File: config.mk
export PLATFORM = sky130hd
export DESIGN_NAME = mem_arbiter
export DESIGN_NICKNAME = d
export VERILOG_FILES = /design/src/rtl/mem_arbiter.sv
export SDC_FILE = /design/constraint.sdc
export NUM_CORES = 1
export LEC_CHECK = 0
export BUFFER_PORTS_ARGS = -buffer_cell sky130_fd_sc_hd__buf_2
export CAP_MARGIN = 10
export CELL_PAD_IN_SITES_DETAIL_PLACEMENT = 1
export CELL_PAD_IN_SITES_GLOBAL_PLACEMENT = 2
export CORE_ASPECT_RATIO = 0.8
export CORE_MARGIN = 1.5
export CORE_UTILIZATION = 30
export CTS_CLUSTER_SIZE = 24
export DETAILED_ROUTE_END_ITERATION = 8
export GPL_ROUTABILITY_DRIVEN = 0
export PLACE_DENSITY = 0.81
export SLEW_MARGIN = 40
export SYNTH_ARGS = -nofsm -noshare
export SYNTH_HDL_FRONTEND = slang
export SYNTH_SLANG_ARGS = --single-unit
File: constraint.sdc
create_clock -name clk -period 3.45 [get_ports clk]
set_clock_uncertainty 0.1 [all_clocks]
set_input_delay 0.5175 -clock clk [delete_from_list [all_inputs] [get_ports clk]]
set_output_delay 0.5175 -clock clk [all_outputs]
set_load 0.02 [all_outputs]
File: src/rtl/mem_arbiter.sv
// Round-robin arbiter sharing one data-memory port between NUM_CONSUMERS load/store requesters.
// Requests are serialised onto a valid/ready memory handshake. Priority rotates past each released requester.
module mem_arbiter #(
  parameter int NUM_CONSUMERS = 4,
  parameter int ADDR_BITS     = 8,
  parameter int DATA_BITS     = 8,
  localparam int ID_BITS      = (NUM_CONSUMERS > 1) ? $clog2(NUM_CONSUMERS) : 1
) (
  input  logic                                     clk,
  input  logic                                     reset,
  input  logic [NUM_CONSUMERS-1:0]                 consumer_read_valid,
  input  logic [NUM_CONSUMERS-1:0][ADDR_BITS-1:0]  consumer_read_address,
  output logic [NUM_CONSUMERS-1:0]                 consumer_read_ready,
  output logic [NUM_CONSUMERS-1:0][DATA_BITS-1:0]  consumer_read_data,
  input  logic [NUM_CONSUMERS-1:0]                 consumer_write_valid,
  input  logic [NUM_CONSUMERS-1:0][ADDR_BITS-1:0]  consumer_write_address,
  input  logic [NUM_CONSUMERS-1:0][DATA_BITS-1:0]  consumer_write_data,
  output logic [NUM_CONSUMERS-1:0]                 consumer_write_ready,
  output logic                                     mem_read_valid,
  output logic [ADDR_BITS-1:0]                     mem_read_address,
  input  logic                                     mem_read_ready,
  input  logic [DATA_BITS-1:0]                     mem_read_data,
  output logic                                     mem_write_valid,
  output logic [ADDR_BITS-1:0]                     mem_write_address,
  output logic [DATA_BITS-1:0]                     mem_write_data,
  input  logic                                     mem_write_ready,
  output logic                                     busy,
  output logic [ID_BITS-1:0]                       grant_id
);

  typedef enum logic [1:0] {
    IDLE       = 2'd0,
    READ_WAIT  = 2'd1,
    WRITE_WAIT = 2'd2,
    RELEASE    = 2'd3
  } state_t;

  state_t                                  state_r;
  state_t                                  next_state_s;
  logic [ID_BITS-1:0]                      rr_ptr_r;
  logic [ID_BITS-1:0]                      grant_id_r;
  logic                                    kind_read_r;
  logic                                    busy_r;
  logic [NUM_CONSUMERS-1:0]                rd_ready_r;
  logic [NUM_CONSUMERS-1:0]                wr_ready_r;
  logic [NUM_CONSUMERS-1:0][DATA_BITS-1:0] rd_data_r;
  logic                                    mem_rd_valid_r;
  logic [ADDR_BITS-1:0]                    mem_rd_addr_r;
  logic                                    mem_wr_valid_r;
  logic [ADDR_BITS-1:0]                    mem_wr_addr_r;
  logic [DATA_BITS-1:0]                    mem_wr_data_r;

  logic                                    win_found_s;
  logic [ID_BITS-1:0]                      win_id_s;
  logic                                    win_read_s;
  logic                                    held_s;
  logic                                    grant_s;
  logic                                    rd_done_s;
  logic                                    wr_done_s;
  logic                                    release_s;

  // Pick the first requester at or after rr_ptr; reads beat writes on the same requester.
  always_comb begin
    logic [ID_BITS-1:0] idx;
    win_found_s = 1'b0;
    win_id_s    = {ID_BITS{1'b0}};
    win_read_s  = 1'b0;
    idx         = {ID_BITS{1'b0}};
    for (int i = 0; i < NUM_CONSUMERS; i++) begin
      idx = rr_ptr_r + ID_BITS'(i);
      if (!win_found_s && (consumer_read_valid[idx] || consumer_write_valid[idx])) begin
        win_found_s = 1'b1;
        win_id_s    = idx;
        win_read_s  = consumer_read_valid[idx];
      end else begin
        win_found_s = win_found_s;
      end
    end
  end

  // The granted requester still holds the valid of the transaction kind it was granted for.
  always_comb begin
    if (kind_read_r) begin
      held_s = consumer_read_valid[grant_id_r];
    end else begin
      held_s = consumer_write_valid[grant_id_r];
    end
  end

  // State register.
  always_ff @(posedge clk or negedge reset) begin
    if (!reset) begin
      state_r <= IDLE;
      busy_r  <= 1'b0;
    end else begin
      state_r <= next_state_s;
      busy_r  <= (next_state_s != IDLE);
    end
  end

  // Next-state logic.
  always_comb begin
    next_state_s = state_r;
    case (state_r)
      IDLE: begin
        if (win_found_s) begin
          next_state_s = win_read_s ? READ_WAIT : WRITE_WAIT;
        end else begin
          next_state_s = IDLE;
        end
      end
      READ_WAIT: begin
        if (mem_read_ready) begin
          next_state_s = RELEASE;
        end else begin
          next_state_s = READ_WAIT;
        end
      end
      WRITE_WAIT: begin
        if (mem_write_ready) begin
          next_state_s = RELEASE;
        end else begin
          next_state_s = WRITE_WAIT;
        end
      end
      RELEASE: begin
        if (!held_s) begin
          next_state_s = IDLE;
        end else begin
          next_state_s = RELEASE;
        end
      end
      default: next_state_s = IDLE;
    endcase
  end

  // Per-state action strobes driving the datapath registers.
  always_comb begin
    grant_s   = 1'b0;
    rd_done_s = 1'b0;
    wr_done_s = 1'b0;
    release_s = 1'b0;
    case (state_r)
      IDLE:       grant_s   = win_found_s;
      READ_WAIT:  rd_done_s = mem_read_ready;
      WRITE_WAIT: wr_done_s = mem_write_ready;
      RELEASE:    release_s = !held_s;
      default:    grant_s   = 1'b0;
    endcase
  end

  // Datapath and handshake output registers.
  always_ff @(posedge clk or negedge reset) begin
    if (!reset) begin
      rr_ptr_r       <= {ID_BITS{1'b0}};
      grant_id_r     <= {ID_BITS{1'b0}};
      kind_read_r    <= 1'b0;
      rd_ready_r     <= '0;
      wr_ready_r     <= '0;
      rd_data_r      <= '0;
      mem_rd_valid_r <= 1'b0;
      mem_rd_addr_r  <= '0;
      mem_wr_valid_r <= 1'b0;
      mem_wr_addr_r  <= '0;
      mem_wr_data_r  <= '0;
    end else begin
      if (grant_s) begin
        grant_id_r  <= win_id_s;
        kind_read_r <= win_read_s;
        if (win_read_s) begin
          mem_rd_valid_r <= 1'b1;
          mem_rd_addr_r  <= consumer_read_address[win_id_s];
        end else begin
          mem_wr_valid_r <= 1'b1;
          mem_wr_addr_r  <= consumer_write_address[win_id_s];
          mem_wr_data_r  <= consumer_write_data[win_id_s];
        end
      end
      if (rd_done_s) begin
        mem_rd_valid_r         <= 1'b0;
        rd_data_r[grant_id_r]  <= mem_read_data;
        rd_ready_r[grant_id_r] <= 1'b1;
      end
      if (wr_done_s) begin
        mem_wr_valid_r         <= 1'b0;
        wr_ready_r[grant_id_r] <= 1'b1;
      end
      if (release_s) begin
        rd_ready_r <= '0;
        wr_ready_r <= '0;
        rr_ptr_r   <= grant_id_r + ID_BITS'(1);
      end
    end
  end

  assign consumer_read_ready  = rd_ready_r;
  assign consumer_read_data   = rd_data_r;
  assign consumer_write_ready = wr_ready_r;
  assign mem_read_valid       = mem_rd_valid_r;
  assign mem_read_address     = mem_rd_addr_r;
  assign mem_write_valid      = mem_wr_valid_r;
  assign mem_write_address    = mem_wr_addr_r;
  assign mem_write_data       = mem_wr_data_r;
  assign busy                 = busy_r;
  assign grant_id             = grant_id_r;

endmodule

* Yosys cells after proc, flatten, opt, wreduce, memory -nomap -nowiden
Cells that the tools add are included.
Word-level totals: flip-flop bits (word level) 74, input port bits 116, output and inout bits 69, word-level logic and storage cells 121
Cells by class: $add $sub $neg 4, order comparisons 7, equality and inequality tests 4, multiplexer cells 64, bitwise logic cells 3, reduce and logical (&&, ||, !) cells 23
Operators by type and width (number):
- binary-select mux 8 bit (select 2 bit) | 3
- bitwise mux 32 bit | 1
- 2-to-1 mux 8 bit | 4
- 2-to-1 mux 1 bit | 31
- binary-select mux 1 bit (select 2 bit) | 10
- < comparator 2 x 3 -> 1 bit (second input constant) | 6
- demux 8 bit (select 2 bit) | 1
- 2-to-1 mux 2 bit | 8
- 2-to-1 mux 4 bit | 4
- nonzero test 2 bit | 6
- OR 4 bit | 2
- case mux 2 bit (4 select lines) | 1
- AND reduction 2 bit | 4
- adder 2 x 1 -> 2 bit (second input constant) | 2
- adder 2 bit (second input constant) | 2
- equality test 2 bit (second input constant) | 2
- logical AND 1 bit | 4
- logical NOT 1 bit | 4
- logical OR 1 bit | 4
- demux 1 bit (select 2 bit) | 1
- equality test 2 x 1 -> 1 bit (second input constant) | 1
- >= comparator 2 x 1 -> 1 bit (second input constant) | 1
- logical NOT 2 bit | 1
- != test 2 x 1 -> 1 bit (second input constant) | 1
- NOT 1 bit | 1

* Longest topological paths before layout
Gate-level depths: netlist (run 1).
depth in word-level cells 17, mapped depth 11

* Worst setup path after synthesis (run 1)
No wires, ideal clock.
path kind flip-flop to flip-flop, start reg rr_ptr_r[1], end reg mem_wr_addr_r[0], in the netlist mem_write_address[0], arrival time 2.469 ns, required time 3.205 ns, setup slack 0.736 ns, cell stages (with the launch flop) 11, clock period less this slack 2.714 ns, cells stage by stage dfrtp_1 -> buf_2 -> mux4_2 -> nor2_1 -> nand2_1 -> or3_1 -> and4_4 -> buf_6 -> buf_6 -> nor3_2 -> o31ai_2
Between the ends: word-level cells in the longest chain between the ends 15, elaborated cells on any way between the ends 46, classes of those cells add/sub: 3; mux: 31; bitwise: 1; reduce/logical: 11
RTL lines:
- start, declared | line 40 | logic [ID_BITS-1:0] rr_ptr_r;
- start signal, assigned | line 155 | rr_ptr_r <= {ID_BITS{1'b0}};
- start signal, assigned | line 191 | rr_ptr_r <= grant_id_r + ID_BITS'(1);
- parallel branches: the longest is 15 deep, another holds adder 2 x 1 -> 2 bit
- end signal, assigned | line 175 | mem_wr_addr_r <= consumer_write_address[win_id_s];
- end, declared | line 50 | logic [ADDR_BITS-1:0] mem_wr_addr_r;
Several ways; the timed one is not identified. The select of a mux whose other input is x is not followed. A chain may end at the register's enable or synchronous reset.

* Worst setup path in the final report (run 1)
start reg rr_ptr_r[1], end reg mem_wr_addr_r[7], in the netlist mem_write_address[7]
The elaborated chain is that of the path after synthesis.

==> results of run 1 <==
[Yosys cell counts (6+ instances only)]
| master | number | area, sq um |
|---|---|---|
| mux2_2 | 34 | 383 |
| nand2_1 | 60 | 225 |
| nor3_2 | 19 | 190 |
| a21oi_1 | 65 | 325 |
| mux4_2 | 10 | 225 |
| dfrtp_1 | 74 | 1850 |
| o31ai_1 | 9 | 67.6 |
| buf_2 | 13 | 65.1 |
| a22o_1 | 48 | 420 |
| nor2_1 | 19 | 71.3 |
| a221oi_1 | 24 | 210 |
| o31ai_2 | 15 | 188 |
| clkbuf_1 | 28 | 105 |
| a22oi_1 | 24 | 180 |
| nor3_1 | 31 | 155 |
| nand3_1 | 25 | 125 |
| o21ai_0 | 6 | 30.0 |
| inv_1 | 8 | 30.0 |
[state kept, by name, indices dropped and copies added, names as in the netlist, 4 cells and up]
name / count
consumer_write_ready: 4
mem_write_data: 8
mem_write_address: 8
consumer_read_ready: 4
mem_read_address: 8
consumer_read_data: 32
[per-layer routing]
metal / up-vias / global-route usage / wire length, um
li1: 2470 / - / -
met1: 2689 / 0.302 / 8930
met2: 137 / 0.353 / 9530
met3: 19 / 0.0353 / 948
met4: 0 / 0.0594 / 289
met5: - / 0 / 0
[kinds of logic after synthesis]
kind of cell    Yosys count
fa+ha+maj                 4
flops                    74
buf+inv                  57
mux                      46
simple gates            167
compound gates          204
[power by group]
group	leakage, uW	internal (uW)	switching, uW	total, uW
Sequential	0.000921	1270	300	1570
Clock	0.000153	638	390	1030
Combinational	0.00197	1730	2850	4580
Total	0.00305	3630	3540	7180
[layout make-up]
| cell class | count | area, sq um | share of cell area |
|---|---|---|---|
| timing repair buffer | 204 | 1090 | 0.164 |
| sequential | 74 | 1850 | 0.278 |
| clock buffer | 10 | 229 | 0.0344 |
| antenna | 3 | 7.51 | 0.00113 |
| inverter | 8 | 30.0 | 0.00451 |
| tap | 220 | 275 | 0.0413 |
| multi-input combinational | 421 | 3090 | 0.463 |
| clock inverter | 6 | 90.1 | 0.0135 |
[worst reg2reg max path: stages, from the launching register on]
cell	delay, ns
dfrtp_1	0.67
mux4_2	0.62
or2_1	0.30
a21oi_1	0.32
o41ai_4	0.09
buf_4	0.26
a22o_1	0.27
nor3_2	0.34
o31ai_2	0.12
[through the flow]
stage          worst slack [ns]  utilization  std cells  hold slack (ns)  area [sq um]
2_1_floorplan             0.736            -        552            0.122          5210
3_3_place_gp              0.292        0.378        927            0.364          6330
3_5_place_dp              0.244        0.378        927            0.373          6340
4_1_cts                   0.245        0.397        943            0.124          6660
5_1_grt                  0.0351        0.397        946            0.126          6660
6_report                  0.222        0.397        946           0.0809          6660
[final timing paths]
check / slack (ns) / startpoint / endpoint / cells past startpoint
max: 0.22 / rr_ptr_r[1]$_DFFE_PN0P_ / mem_write_address[7]$_DFFE_PN0P_ / 8
min: 0.08 / reset / consumer_write_ready[2]$_DFFE_PN0P_ / 1
max reg2reg: 0.22 / rr_ptr_r[1]$_DFFE_PN0P_ / mem_write_address[7]$_DFFE_PN0P_ / 8
min reg2reg: 0.38 / mem_write_data[3]$_DFFE_PN0P_ / mem_write_data[3]$_DFFE_PN0P_ / 2
max in group asynchronous: 2.67 / reset / consumer_read_data[10]$_DFFE_PN0P_ / 1
min in group clk: 0.35 / mem_read_data[2] / consumer_read_data[26]$_DFFE_PN0P_ / 2
==> impl_results.md, run 1 <==
- Synth Area in Compound Gates: 0.296
- Proportion of synthesized area in mux cells: 0.121
- TritonCTS clock tree: built
- Post-CTS Setup Bufs: 0
- Power Density: 1080 mW/mm^2
- Worst-path cell chain: mux4_2 > or2_1 > a21oi_1 > o41ai_4 > buf_4 > a22o_1 > nor3_2 > o31ai_2
- Fin nets: 838
- Row count: 42
- DRT Wirelength: 19700 um
- Largest net degree at the start of global routing: 75
- Io pins: 185
- Pwr Total: 7180 uW
- Post-route ant nets: 0
- Final setup viols: 0
- Post-Synth Adder-Cell Area: 0.00960
- Mapped Cells: 552
- Starting Density: 0.311
- Core Area: 0.0168 sq mm
- Fmax: 310 MHz
- Status: finished clean
- DRC errors left: 0
- Ys flop type: dfrtp_1
- Clk Tree Root Cell: clkbuf_16
- HP Class: primary input to asynchronous set/reset pin
- Clock buffer depth: 2
- Crit path max fanout: 24
- P_leak: 0.00305 uW
- Grt total ovfl: 0
- CP required: 3.56 ns
- Number of distinct library cells after synthesis: 43
- H-tree levels: 3
- Vias per std cell: 5.62
- Global-route wire length before repair: 30500 um
- Filler instances: 1984
- Post-synth net total: 672
- Routed vias: 5315
- Initial DRC Count: 350
- Main combinational cell family by area after synthesis: compound AO/OA/AOI/OAI gates
- Area Growth Syn to Fin: 27.9%
- Final Cycle Share: 0.936
- CTS Buf Count: 9
- CP arrival: 3.34 ns
- Register bit total from synthesis: 74
- Startpoint type of the worst setup path: flip-flop
- Vias in the first global route: 5429
- Max incr delay on CP: 0.67 ns
- Synth warn: 0
- Async S/R FF share, synth: 1.00
- RSZ-0062 raised after global routing: no
- Final Max Slew Viols: 0
- Post-route minimum period: 3.23 ns
- Max VDD drop: 0.398 mV
- Final setup TNS: 0 ns
- Worst-Skew Late Latency: 0.34 ns
- DRT Pass-1 Iters: 4
- Max cap viols: 0
- Resize count post-CTS: 0
- Worst slew margin: 0.532
- Worst-path clk slew: 0.06 ns
- Most frequent cells in the layout: buf_2, dfrtp_1, a21oi_1
- Die area: 0.0182 sq mm
- Crit path buffers/inverters: 1
- WL/cell: 20.8 um
- Setup crit end kind: flip-flop
- Most common cell after layout, fill and taps aside: buf_2
- Initial antenna violation count: 3
- Simple-gate share of the synthesized area: 0.165
- DIE WIDTH: 150 um
- Setup CP Type: flip-flop to flip-flop
- Final hold viol count: 0
- Synth Area in XOR/XNOR: 0
- Sequential fraction of the synthesis area: 0.355
- Area of the mapped netlist: 0.00521 sq mm
- CP top delay family: compound AO/OA/AOI/OAI gates
- Port buffer count: 184
- Measured slew at the worst slew-check pin: 0.702 ns
- Die height: 121 um
- Synthesized area per cell: 9.44 sq um
- Layout cell share with drive strength beyond 1: 0.422
- GRT Resource Usage Total: 0.219
- TritonCTS Sinks: 74
- Post-DP HPWL: 14800 um
- Slowest stage cell on the critical path: dfrtp_1
- EDFF count, synth: 0
- Cts hold-fix bufs: 0
(Power assumes the default switching activity.)
==> run 2, diff against run 1 <==
==> constraint.sdc (replaced) <==
create_clock -name clk -period 3.45 [get_ports clk]
set_clock_uncertainty 0.1 [all_clocks]
set_input_delay 0.1725 -clock clk [delete_from_list [all_inputs] [get_ports clk]]
set_output_delay 0.1725 -clock clk [all_outputs]
set_load 0.02 [all_outputs]
==> impl_results.md, run 2 (synthesis results as in run 1) <==
- Status: finished clean
- Layout cell share with drive strength beyond 1: 0.419
- DRC errors left: 0
- Global-route wire length before repair: 30800 um
- Setup crit end kind: flip-flop
- TritonCTS clock tree: built
- Vias per std cell: 5.72
- Largest net degree at the start of global routing: 75
- HP Class: primary input to flip-flop
- P_leak: 0.00302 uW
- Hold WS: 0.00551 ns
- Initial antenna violation count: 4
- Post-route minimum period: 3.22 ns
- Post-DP HPWL: 15100 um
- Startpoint type of the worst setup path: flip-flop
- Worst slew margin: 0.525
- Die area: 0.0182 sq mm
- Final setup viols: 0
- Die height: 121 um
- Crit path buffers/inverters: 4
- Final Max Slew Viols: 0
- RR Startpoint: rr_ptr_r[1]$_DFFE_PN0P_
- Max incr delay on CP: 0.56 ns
- Row count: 42
- Max cap viols: 0
- Clk Tree Root Cell: clkbuf_16
- Slowest stage cell on the critical path: dfrtp_1
- RSZ-0062 raised after global routing: no
- Max reg flops: 32
- Crit. path cell count: 11
- Worst-path cell chain: buf_4 > mux4_2 > or2_2 > buf_4 > nor2_4 > buf_12 > a221oi_1 > a21oi_1 > nor3_1 > buf_4 > o31ai_2
- Area Growth Syn to Fin: 26.9%
- CP required: 3.61 ns
- Fin nets: 837
- GRT Resource Usage Total: 0.222
- Post-CTS Setup Bufs: 0
- Flop2flop setup slack: 0.23 ns
- TritonCTS Sinks: 74
- Post-route ant nets: 0
- Final hold viol count: 0
- Reg2Reg Depth: 11
- DRT Wirelength: 20400 um
- Worst Setup SP: rr_ptr_r[1]$_DFFE_PN0P_
- CP arrival: 3.38 ns
- Most common cell after layout, fill and taps aside: buf_2
- DIE WIDTH: 150 um
- CTS Buf Count: 9
- Worst-Skew Late Latency: 0.34 ns
- DRT Pass-1 Iters: 6
- Routed vias: 5397
- Port buffer count: 184
- Critical R2R Capture: mem_write_address[7]$_DFFE_PN0P_
- Most numerous cell on the critical path: buf_4
- Crit path max fanout: 49
- Setup CP Type: flip-flop to flip-flop
- Core Area: 0.0168 sq mm
- Vias in the first global route: 5255
- H-tree levels: 3
- Initial DRC Count: 449
- Final Cycle Share: 0.934
- Starting Density: 0.311
- Cts hold-fix bufs: 1
- Resize count post-CTS: 0
- Grt total ovfl: 0
- Io pins: 185
- Most frequent cells in the layout: buf_2, dfrtp_1, a21oi_1
- Worst-path clk slew: 0.06 ns
- Measured slew at the worst slew-check pin: 0.712 ns
- Fmax: 310 MHz
- Max VDD drop: 0.466 mV
- Power Density: 1070 mW/mm^2
- WL/cell: 21.6 um
- CP top delay family: buffers and inverters
- Clock buffer depth: 2
- Final setup TNS: 0 ns
- Worst setup endpoint: mem_write_address[7]$_DFFE_PN0P_
## run 2: cell types whose count changed in the layout (fill, tap and decap cells not counted), sizes merged
cell         before  now
dlygate4sd3       0    1
inv              10    8
clkinv            1    2
clkbuf           10   11
buf             204  202
diode             3    4
bufinv            2    0
## run 2: layer usage
| layer | GRT usage | wire length, um |
|---|---|---|
| met1 | 0.317 | 9310 |
| met2 | 0.346 | 9680 |
| met3 | 0.0338 | 1120 |
| met4 | 0.0662 | 328 |
| met5 | 0 | 0 |
## run 2: cell type report
type	count	area, sq um
fillers	2000	10100
well taps	220	275
inverters	8	30.0
repair buffers	203	1100
multi-input cells	421	3090
clock buffers	11	243
flip-flops and latches	74	1850
clock inverters	3	17.5
diodes	4	10.0
## run 2: worst register-to-register path, delay by kind of cell (launching register included)
| kind | cells | cell delay [ns] |
|---|---|---|
| and+or+nand+nor | 3 | 0.65 |
| AOI/OAI and AO/OA | 3 | 0.44 |
| DFF | 1 | 0.56 |
| muxes | 1 | 0.39 |
| buffers and inverters | 4 | 1.00 |
## run 2: worst min-delay path by stage
stage | from | to | slack, ns | depth (start not counted)
6_report | mem_read_data[3] | consumer_read_data[3]$_DFFE_PN0P_ | 0.006 | 2
5_1_grt | mem_read_data[2] | consumer_read_data[2]$_DFFE_PN0P_ | 0.01 | 2
4_1_cts | mem_read_data[2] | consumer_read_data[2]$_DFFE_PN0P_ | 0.0001 | 2
3_5_place_dp | reset | consumer_read_ready[2]$_DFFE_PN0P_ | 0.16 | 1
3_3_place_gp | reset | consumer_read_ready[2]$_DFFE_PN0P_ | 0.27 | 1
2_1_floorplan | reset | busy$_DFF_PN0_ | -0.22 | 0
## run 2: through the flow
| stage | cell area [sq um] | power [uW] | cells | util | setup WS (ns) |
|---|---|---|---|---|---|
| 3_5_place_dp | 6330 | 6200 | 925 | 0.378 | 0.283 |
| 4_1_cts | 6610 | 7080 | 940 | 0.394 | 0.260 |
| 5_1_grt | 6620 | 7510 | 944 | 0.395 | 0.0932 |
| 3_3_place_gp | 6320 | 6040 | 924 | 0.377 | 0.198 |
| 2_1_floorplan | 5210 | 4800 | 552 | - | 0.736 |
| 6_report | 6620 | 7060 | 944 | 0.395 | 0.228 |
## run 2: power by group
| part | leakage [uW] | switching [uW] | internal [uW] |
|---|---|---|---|
| Combinational | 0.00197 | 2900 | 1730 |
| Sequential | 0.000921 | 304 | 1270 |
| Clock | 0.000127 | 363 | 496 |
